`src/rtl/demux_pkg.sv`:
```
// demux_pkg: shared channel encodings and pointer-width helper for the 1-to-2 stream demux
package demux_pkg;
  localparam logic CH_OUT0 = 1'b0;
  localparam logic CH_OUT1 = 1'b1;
  function automatic int clog2(input int n);
    int r;
    r = 0;
    for (int i = 1; i < n; i = i * 2) r++;
    return r;
  endfunction
endpackage

```
`src/rtl/demux_fifo.sv`:
```
// demux_fifo: registered show-ahead FIFO, one per demux output channel
module demux_fifo
  import demux_pkg::*;
#(
  parameter int WIDTH = 8,
  parameter int DEPTH = 2
) (
  input  logic             clk,
  input  logic             rst_n,
  input  logic             push,
  input  logic [WIDTH-1:0] push_data,
  input  logic             pop,
  output logic             full,
  output logic             valid,
  output logic [WIDTH-1:0] head_data
);
  localparam int PW = clog2(DEPTH);
  logic [PW-1:0]    wr_q, wr_d, rd_q, rd_d;
  logic [PW:0]      occ_q, occ_d;
  logic [WIDTH-1:0] mem_q [DEPTH];
  logic             do_push, do_pop;
  assign full      = occ_q == (PW+1)'(DEPTH);
  assign valid     = occ_q != '0;
  assign head_data = mem_q[rd_q];
  // Pointer and occupancy next state; pushes into a full FIFO and pops from an empty one are ignored
  always_comb begin
    do_push = push & ~full;
    do_pop  = pop & valid;
    wr_d    = wr_q + PW'(do_push);
    rd_d    = rd_q + PW'(do_pop);
    occ_d   = occ_q + (PW+1)'(do_push) - (PW+1)'(do_pop);
  end
  // State and storage registers; reset clears everything so the head reads zero
  always_ff @(posedge clk) begin
    if (!rst_n) begin
      wr_q  <= '0;
      rd_q  <= '0;
      occ_q <= '0;
      for (int i = 0; i < DEPTH; i++) mem_q[i] <= '0;
    end else begin
      wr_q  <= wr_d;
      rd_q  <= rd_d;
      occ_q <= occ_d;
      if (do_push) mem_q[wr_q] <= push_data;
    end
  end
endmodule

```
`src/rtl/stream_demux1to2.sv`:
```
// stream_demux1to2: steers one valid/ready stream into two independently buffered outputs
module stream_demux1to2
  import demux_pkg::*;
#(
  parameter int WIDTH = 8,
  parameter int DEPTH = 2,
  parameter int CNT_W = 8
) (
  input  logic             clk,
  input  logic             rst_n,
  input  logic             in_valid,
  output logic             in_ready,
  input  logic [WIDTH-1:0] in_data,
  input  logic             s,
  output logic             out0_valid,
  input  logic             out0_ready,
  output logic [WIDTH-1:0] out0_data,
  output logic             out1_valid,
  input  logic             out1_ready,
  output logic [WIDTH-1:0] out1_data,
  output logic [CNT_W-1:0] out0_count,
  output logic [CNT_W-1:0] out1_count
);
  logic             full0, full1, push0, push1;
  logic [CNT_W-1:0] cnt0_q, cnt0_d, cnt1_q, cnt1_d;
  assign in_ready   = rst_n & ~(s == CH_OUT1 ? full1 : full0);
  assign out0_count = cnt0_q;
  assign out1_count = cnt1_q;
  // Select decode and push counters; counters wrap freely
  always_comb begin
    push0  = in_valid & in_ready & (s == CH_OUT0);
    push1  = in_valid & in_ready & (s == CH_OUT1);
    cnt0_d = cnt0_q + CNT_W'(push0);
    cnt1_d = cnt1_q + CNT_W'(push1);
  end
  // Accepted-beat counters per channel
  always_ff @(posedge clk) begin
    if (!rst_n) begin
      cnt0_q <= '0;
      cnt1_q <= '0;
    end else begin
      cnt0_q <= cnt0_d;
      cnt1_q <= cnt1_d;
    end
  end
  demux_fifo #(.WIDTH(WIDTH), .DEPTH(DEPTH)) u_fifo0 (
    .clk(clk), .rst_n(rst_n), .push(push0), .push_data(in_data), .pop(out0_ready),
    .full(full0), .valid(out0_valid), .head_data(out0_data)
  );
  demux_fifo #(.WIDTH(WIDTH), .DEPTH(DEPTH)) u_fifo1 (
    .clk(clk), .rst_n(rst_n), .push(push1), .push_data(in_data), .pop(out1_ready),
    .full(full1), .valid(out1_valid), .head_data(out1_data)
  );
endmodule

```
`config.mk`:
```
export PLATFORM = sky130hd
export DESIGN_NAME = stream_demux1to2
export DESIGN_NICKNAME = d
export VERILOG_FILES = /design/src/rtl/demux_pkg.sv /design/src/rtl/demux_fifo.sv /design/src/rtl/stream_demux1to2.sv
export SDC_FILE = /design/constraint.sdc
export NUM_CORES = 1
export LEC_CHECK = 0
export ABC_AREA = 1
export CORE_ASPECT_RATIO = 0.8
export CORE_UTILIZATION = 50
export DETAILED_ROUTE_END_ITERATION = 12
export PLACE_DENSITY = 0.78
export SLEW_MARGIN = 10
export SYNTH_ARGS = -nofsm -noshare
export SYNTH_HDL_FRONTEND = slang
export SYNTH_SLANG_ARGS = --single-unit
```
`constraint.sdc`:
```
create_clock -name clk -period 2.1 [get_ports clk]
set_clock_uncertainty 0.15 [all_clocks]
set_input_delay 0.42 -clock clk [delete_from_list [all_inputs] [get_ports clk]]
set_output_delay 0.42 -clock clk [all_outputs]
set_load 0.01 [all_outputs]
```
==> flow_summary.toml, run 1 <==
[hold_path]
hold_depth = 2
hold_class = "flop to flop"
min_from = "out1_count[4]"
holdPathEnd = "out1_count[4]"

[power_and_ir_drop]
combPwrFrac_pct = 25.9
ir_drop_mv = 0.645
switchingPower_mw = 0.894
clkPwrFrac_pct = 32.0
p_leak_nw = 1.57
powerDensity_nw_per_um2 = 978
internal-power_mw = 2.47
power_frac_seq_pct = 42.1
report.power.total_mw = 3.37
switching_share_pct = 26.5

[clock_network]
clock_sinks = 58
ctsLongestPathBuffers = 2
clk-insertion-delay-late_ps = 330
clk_pin_slew_ps = 60
htree_levels = 3
root_buffer = "clkbuf_8"
hold_buffers = 0
cts_made_buffers = 9
cts_tree = "built"

[placed_design]
port_buffers = 48
dp_hpwl_um = 3490
place_congestion = 0.777
dpl.cell_count = 360

[route]
drt_pre_antenna_iters = 4
wl_per_cell_um = 13.2
ant_nets = 0
vias_per_cell = 4.81
drc_errors = 0
wl_um = 4990
vias = 1820
drt_iter0_markers = 76

[sta]
fin_crit_ps = 2040
hold_viol = 0
slew_headroom_pct = 75.8
finalSetupViolCount = 0
timing.final.crit_share_pct = 97.0
achievable-frequency_mhz = 491
drv_slew = 0
tightest_slew_ps = 363

[run]
drv_cap = 0

[setup_path]
crit_chain = "buf_4 > mux2_2 > dlygate4sd2_1"
worst-setup-path-type = "flop to output pin"
r2r_slack_ps = 150
crit_slowest_cell = "dfxtp_4"
reg2reg_to = "out0_count[6]"
cp_max_fo = 6
reg2reg_depth = 12
cp.arrival_ps = 1470
r2r_start = "u_fifo1.occ_q[0]"
cp.depth = 3
end_kind = "output pin"
crit_path_start_kind = "flop"
path_delay_family = "buffers and inverters"
critical-path-max-stage-delay_ps = 390
path_buf_inv = 2
crit_required_ps = 1530

[global_route]
antenna_found_initial = 0
grt_overflow = 0
grt.total_usage_pct = 22.3
grt_max_degree = 14
grt_pass1_wl_um = 8410
grt_pass1_vias = 1824

[finish]
final_nets = 334
multi_input_area_um2 = 850
seq_area_um2 = 1490
instances_no_fill = 378
drive_gt1_share_pct = 19.8
n_antenna_cell = 0
area_growth_pct = 39.6
final_cell_mix = "nor2_1 (49), inv_1 (32), edfxtp_1 (32)"
layout_commonest_cell = "nor2_1"
nFillCells = 332

[logic_synthesis]
synth_nets = 258
synthFlopType = "edfxtp_1"
synth-async-reset-ratio_pct = 0
ys_ff_latch = 58
syn_avg_cell_area_um2 = 10.4
ys_seq_area_share_pct = 60.1
synth_edf_count = 32
ys_types = 23
yosysWarnings = 0
netlist_area_um2 = 2470
netlist_instances = 237

[floorplan]
dieWidth_um = 80.5
core_um2 = 4650
io_pins = 49
die_height_um = 64.8
rows = 22
die_area_um2 = 5220
initial_core_util_pct = 53.0

[outcome]
status = "finished, final reports clean"
==> logic make-up after synthesis <==
family,after synthesis,share of synthesized area [%]
and+or+nand+nor,95,16.5
DFF,58,60.1
buffers and inverters,38,6.19
muxes,16,7.31
AOI/OAI and AO/OA,14,3.15
xor gates and xnor gates,9,3.20
adders and majority gates,7,3.55
==> what timing repair did <==
action,CTS,global route
hold endpoints to repair,0,0
setup buffers,2,0
endpoints found under the setup margin,18,6
resized for setup,19,6
==> metal layers <==
layer  vias to the layer above  share of wire (%)  track usage, %
met5                         -                  0               0
met4                         0                1.8            7.37
met3                        11                5.7            7.89
met2                        49                 48            36.9
met1                       833                 44            27.0
li1                        927                  -               -
==> power by group through the flow <==
stage          clock network, mW  logic [mW]  registers (mW)
2_1_floorplan                  0       0.494            1.40
4_1_cts                     1.10       0.880            1.42
3_3_place_gp                   0       0.872            1.43
3_5_place_dp                   0       0.887            1.44
5_1_grt                     1.15       0.968            1.43
6_report                    1.08       0.871            1.42
==> final cells by class <==
cell class                 instances  share of cell area (%)
sequential                        58                    43.1
multi-input combinational        141                    24.7
timing repair buffer              71                    20.4
clock buffer                      10                    3.71
inverter                          32                    3.49
clock inverter                     6                    2.36
tap                               60                    2.18
==> metrics by stage <==
stage	utilization [%]	area [µm²]	setup TNS [ps]	worst slack [ps]	hold slack, ps
final	74.0	3440	0	63.7	339
after global routing	74.0	3440	-21.7	-21.7	376
after CTS	73.6	3420	0	3.63	339
after detailed placement	69.0	3210	-6450	-365	329
after global placement	69.0	3210	-2850	-257	315
after floorplan	-	2470	0	122	309
==> state kept, by name (all words and copies together), names as in the netlist, named ones only <==
name,flops
out0_count,8
out1_count,8
u_fifo0.mem_q,16
u_fifo0.occ_q,2
u_fifo0.rd_q,1
u_fifo0.wr_q,1
u_fifo1.mem_q,16
u_fifo1.occ_q,2
u_fifo1.rd_q,1
u_fifo1.wr_q,1
==> cells in the mapped netlist (all sizes together) (4+ instances only) <==
master	n	area share [%]
nand2	27	4.1
nand3	5	1.0
inv	32	4.9
mux2	16	7.3
nand4	5	2.0
nor3	5	1.0
ha	7	3.6
a21oi	5	1.0
dfxtp	26	21
xnor2	5	1.8
xor2	4	1.4
nor2	51	7.9
edfxtp	32	39
o21ai	5	1.0
==> worst min-delay path: stages, from the launching register on <==
cell     delay, ps
dfxtp_1        330
inv_1           70
a21oi_1         50
==> worst max path at each step <==
stage | to
after global placement | out0_count[6]
after detailed placement | out0_count[6]
after floorplan | out0_count[6]
final | out0_data[2]
after global routing | out0_count[6]
after CTS | out0_data[1]
(Power assumes the default switching activity.)
==> run 2: changes to the inputs <==
CELL_PAD_IN_SITES_DETAIL_PLACEMENT = 0   (was not set)
CELL_PAD_IN_SITES_GLOBAL_PLACEMENT = 1   (was not set)
CORE_UTILIZATION = 39   (was 50)
PLACE_DENSITY = not set   (was 0.78)
PLACE_DENSITY_LB_ADDON = 0.1   (was not set)
REMOVE_ABC_BUFFERS = 1   (was not set)
==> run 2 against run 1 <==
Effect of this change: first-iteration DRC count grew 24%; register-to-register slack better by 30 ps; utilization down 16 points; final cell count rose by 6.9%; sequential cell count stayed put; critical path depth is 1 lower; worst setup slack improved by 13 ps; hold slack got worse by 8.7 ps; global-route usage is 6.5 points lower; design area rose by 0.58%; non-clock buffer count increased by 5.
==> flow_summary.toml, run 2 (synthesis gave the netlist of run 1 again) <==
[global_route]
met3_usage_pct = 6.35
busiest_layer = "met2"
grt_max_degree = 19
grt.total_usage_pct = 15.8
grt_overflow = 0
grt_pass1_wl_um = 7890
grt_pass1_vias = 1686
antenna_found_initial = 0
grt_use_met1_pct = 20.8
use_met2_pct = 23.7

[clock_network]
ctsLongestPathBuffers = 2
cts_made_buffers = 9
hold_buffers = 0
clk-insertion-delay-late_ps = 330
cts_tree = "built"
clk_pin_slew_ps = 60
htree_levels = 3
clock_sinks = 58
root_buffer = "clkbuf_8"

[setup_path]
crit_required_ps = 1530
worst-setup-path-type = "flop to output pin"
end_kind = "output pin"
crit_slowest_cell = "clkdlybuf4s50_1"
cp.arrival_ps = 1450
crit_chain = "or2_2 > clkdlybuf4s50_1"
path_delay_family = "buffers and inverters"
critical-path-max-stage-delay_ps = 480
r2r_start = "u_fifo1.occ_q[0]"
crit_path_start_kind = "flop"
reg2reg_to = "out0_count[5]"
reg2reg_depth = 12
r2r_slack_ps = 180
path_buf_inv = 1
cp_max_fo = 5

[outcome]
status = "finished, final reports clean"

[route]
drt_pre_antenna_iters = 4
drt_iter0_markers = 94
wl_per_cell_um = 11.8
vias_per_cell = 4.43
ant_nets = 0
vias = 1791
wl_um = 4750
drc_errors = 0

[finish]
nFillCells = 551
area_growth_pct = 40.4
layout_commonest_cell = "nor2_1"
instances_no_fill = 404
n_antenna_cell = 0
reg_top3 = "u_fifo0.mem_q: 16 flops, u_fifo1.mem_q: 16 flops"
fin_util_pct = 57.6
final_cell_mix = "nor2_1 (50), inv_1 (32), edfxtp_1 (32)"
drive_gt1_share_pct = 21.4
seq_area_um2 = 1480
multi_input_area_um2 = 852
final_nets = 339

[placed_design]
dp_hpwl_um = 3480
place_congestion = 0.712
port_buffers = 48
dpl.cell_count = 387

[sta]
fin_crit_ps = 2020
drv_slew = 0
tightest_slew_ps = 392
rsz0062_at_grt = "no"
slew_headroom_pct = 73.8
timing.final.crit_share_pct = 96.4
achievable-frequency_mhz = 494
hold_viol = 0
finalSetupViolCount = 0
fin_tns_setup_ps = 0

[floorplan]
rows = 25
die_area_um2 = 6650
die_height_um = 73.1
io_pins = 49
core_um2 = 6010
initial_core_util_pct = 41.1
dieWidth_um = 90.9

[hold_path]
hold_class = "flop to flop"
holdPathEnd = "u_fifo1.wr_q"
min_from = "u_fifo1.wr_q"
hold_depth = 2

[power_and_ir_drop]
p_leak_nw = 1.56
powerDensity_nw_per_um2 = 933
ir_drop_mv = 0.570

[run]
drv_cap = 0
-- run 2: cell count changes in the layout (fill, tap and decap cells not counted), moves of 2 or more --
cell / change
dlygate4sd2_1: +2
ha_1: -2
buf_4: +6
dlymetal6s2s_1: -2
clkbuf_8: +2
bufinv_16: -2
ha_2: +2
buf_12: -2
-- run 2: repair_timing --
item | CTS | global route
gates resized for setup | 19 | 7
buffers inserted | 0 | 1
pin swaps | 0 | 3
endpoints found under the setup margin | 18 | 3
-- run 2: layout make-up --
| cell class | instances | area share [%] |
|---|---|---|
| clock buffers | 14 | 5.31 |
| inverters | 32 | 3.47 |
| well taps | 81 | 2.93 |
| flip-flops and latches | 58 | 42.8 |
| multi-input cells | 141 | 24.6 |
| repair buffers | 76 | 20.6 |
| clock inverters | 2 | 0.289 |
-- run 2: through the flow --
stage	total power, mW	hold slack [ps]	setup slack [ps]	instance area [µm²]
floorplan	1.87	308	126	2430
global route	3.41	351	1.94	3460
global placement	2.33	318	-325	3260
finish	3.23	331	76.2	3460
CTS	3.27	336	-135	3430
detailed placement	2.33	325	-399	3260
-- run 2: layer usage --
metal	routed length [µm]	vias to the layer above
li1	-	935
met1	2330	806
met2	2100	46
met3	297	4
met4	25	0
met5	0	-
-- run 2: worst max path at each step --
stage | slack (ps) | end | from | cells past startpoint
final | 80 | out1_valid | u_fifo1.occ_q[1] | 2
after global routing | 2 | out0_count[4] | u_fifo1.occ_q[0] | 14
after CTS | -130 | in_ready | u_fifo1.occ_q[0] | 6
after detailed placement | -400 | out0_count[6] | rst_n | 11
after global placement | -320 | out0_count[6] | rst_n | 11
after floorplan | 130 | out0_count[6] | s | 11
-- run 2: report_power, final --
group | internal [mW] | switching, mW
logic | 0.478 | 0.386
clock network | 0.562 | 0.414
registers | 1.33 | 0.0643
-- run 2: worst reg2reg max path: stages, from the launching register on --
cell     delay, ps
dfxtp_2        330
inv_1           70
nand3_1         60
nand2_1         60
nor2_2         120
buf_4          120
nand3_1         70
inv_1           70
ha_2           170
nand3_1        110
nor2_1         240
xor2_1         170
nor2_1          50
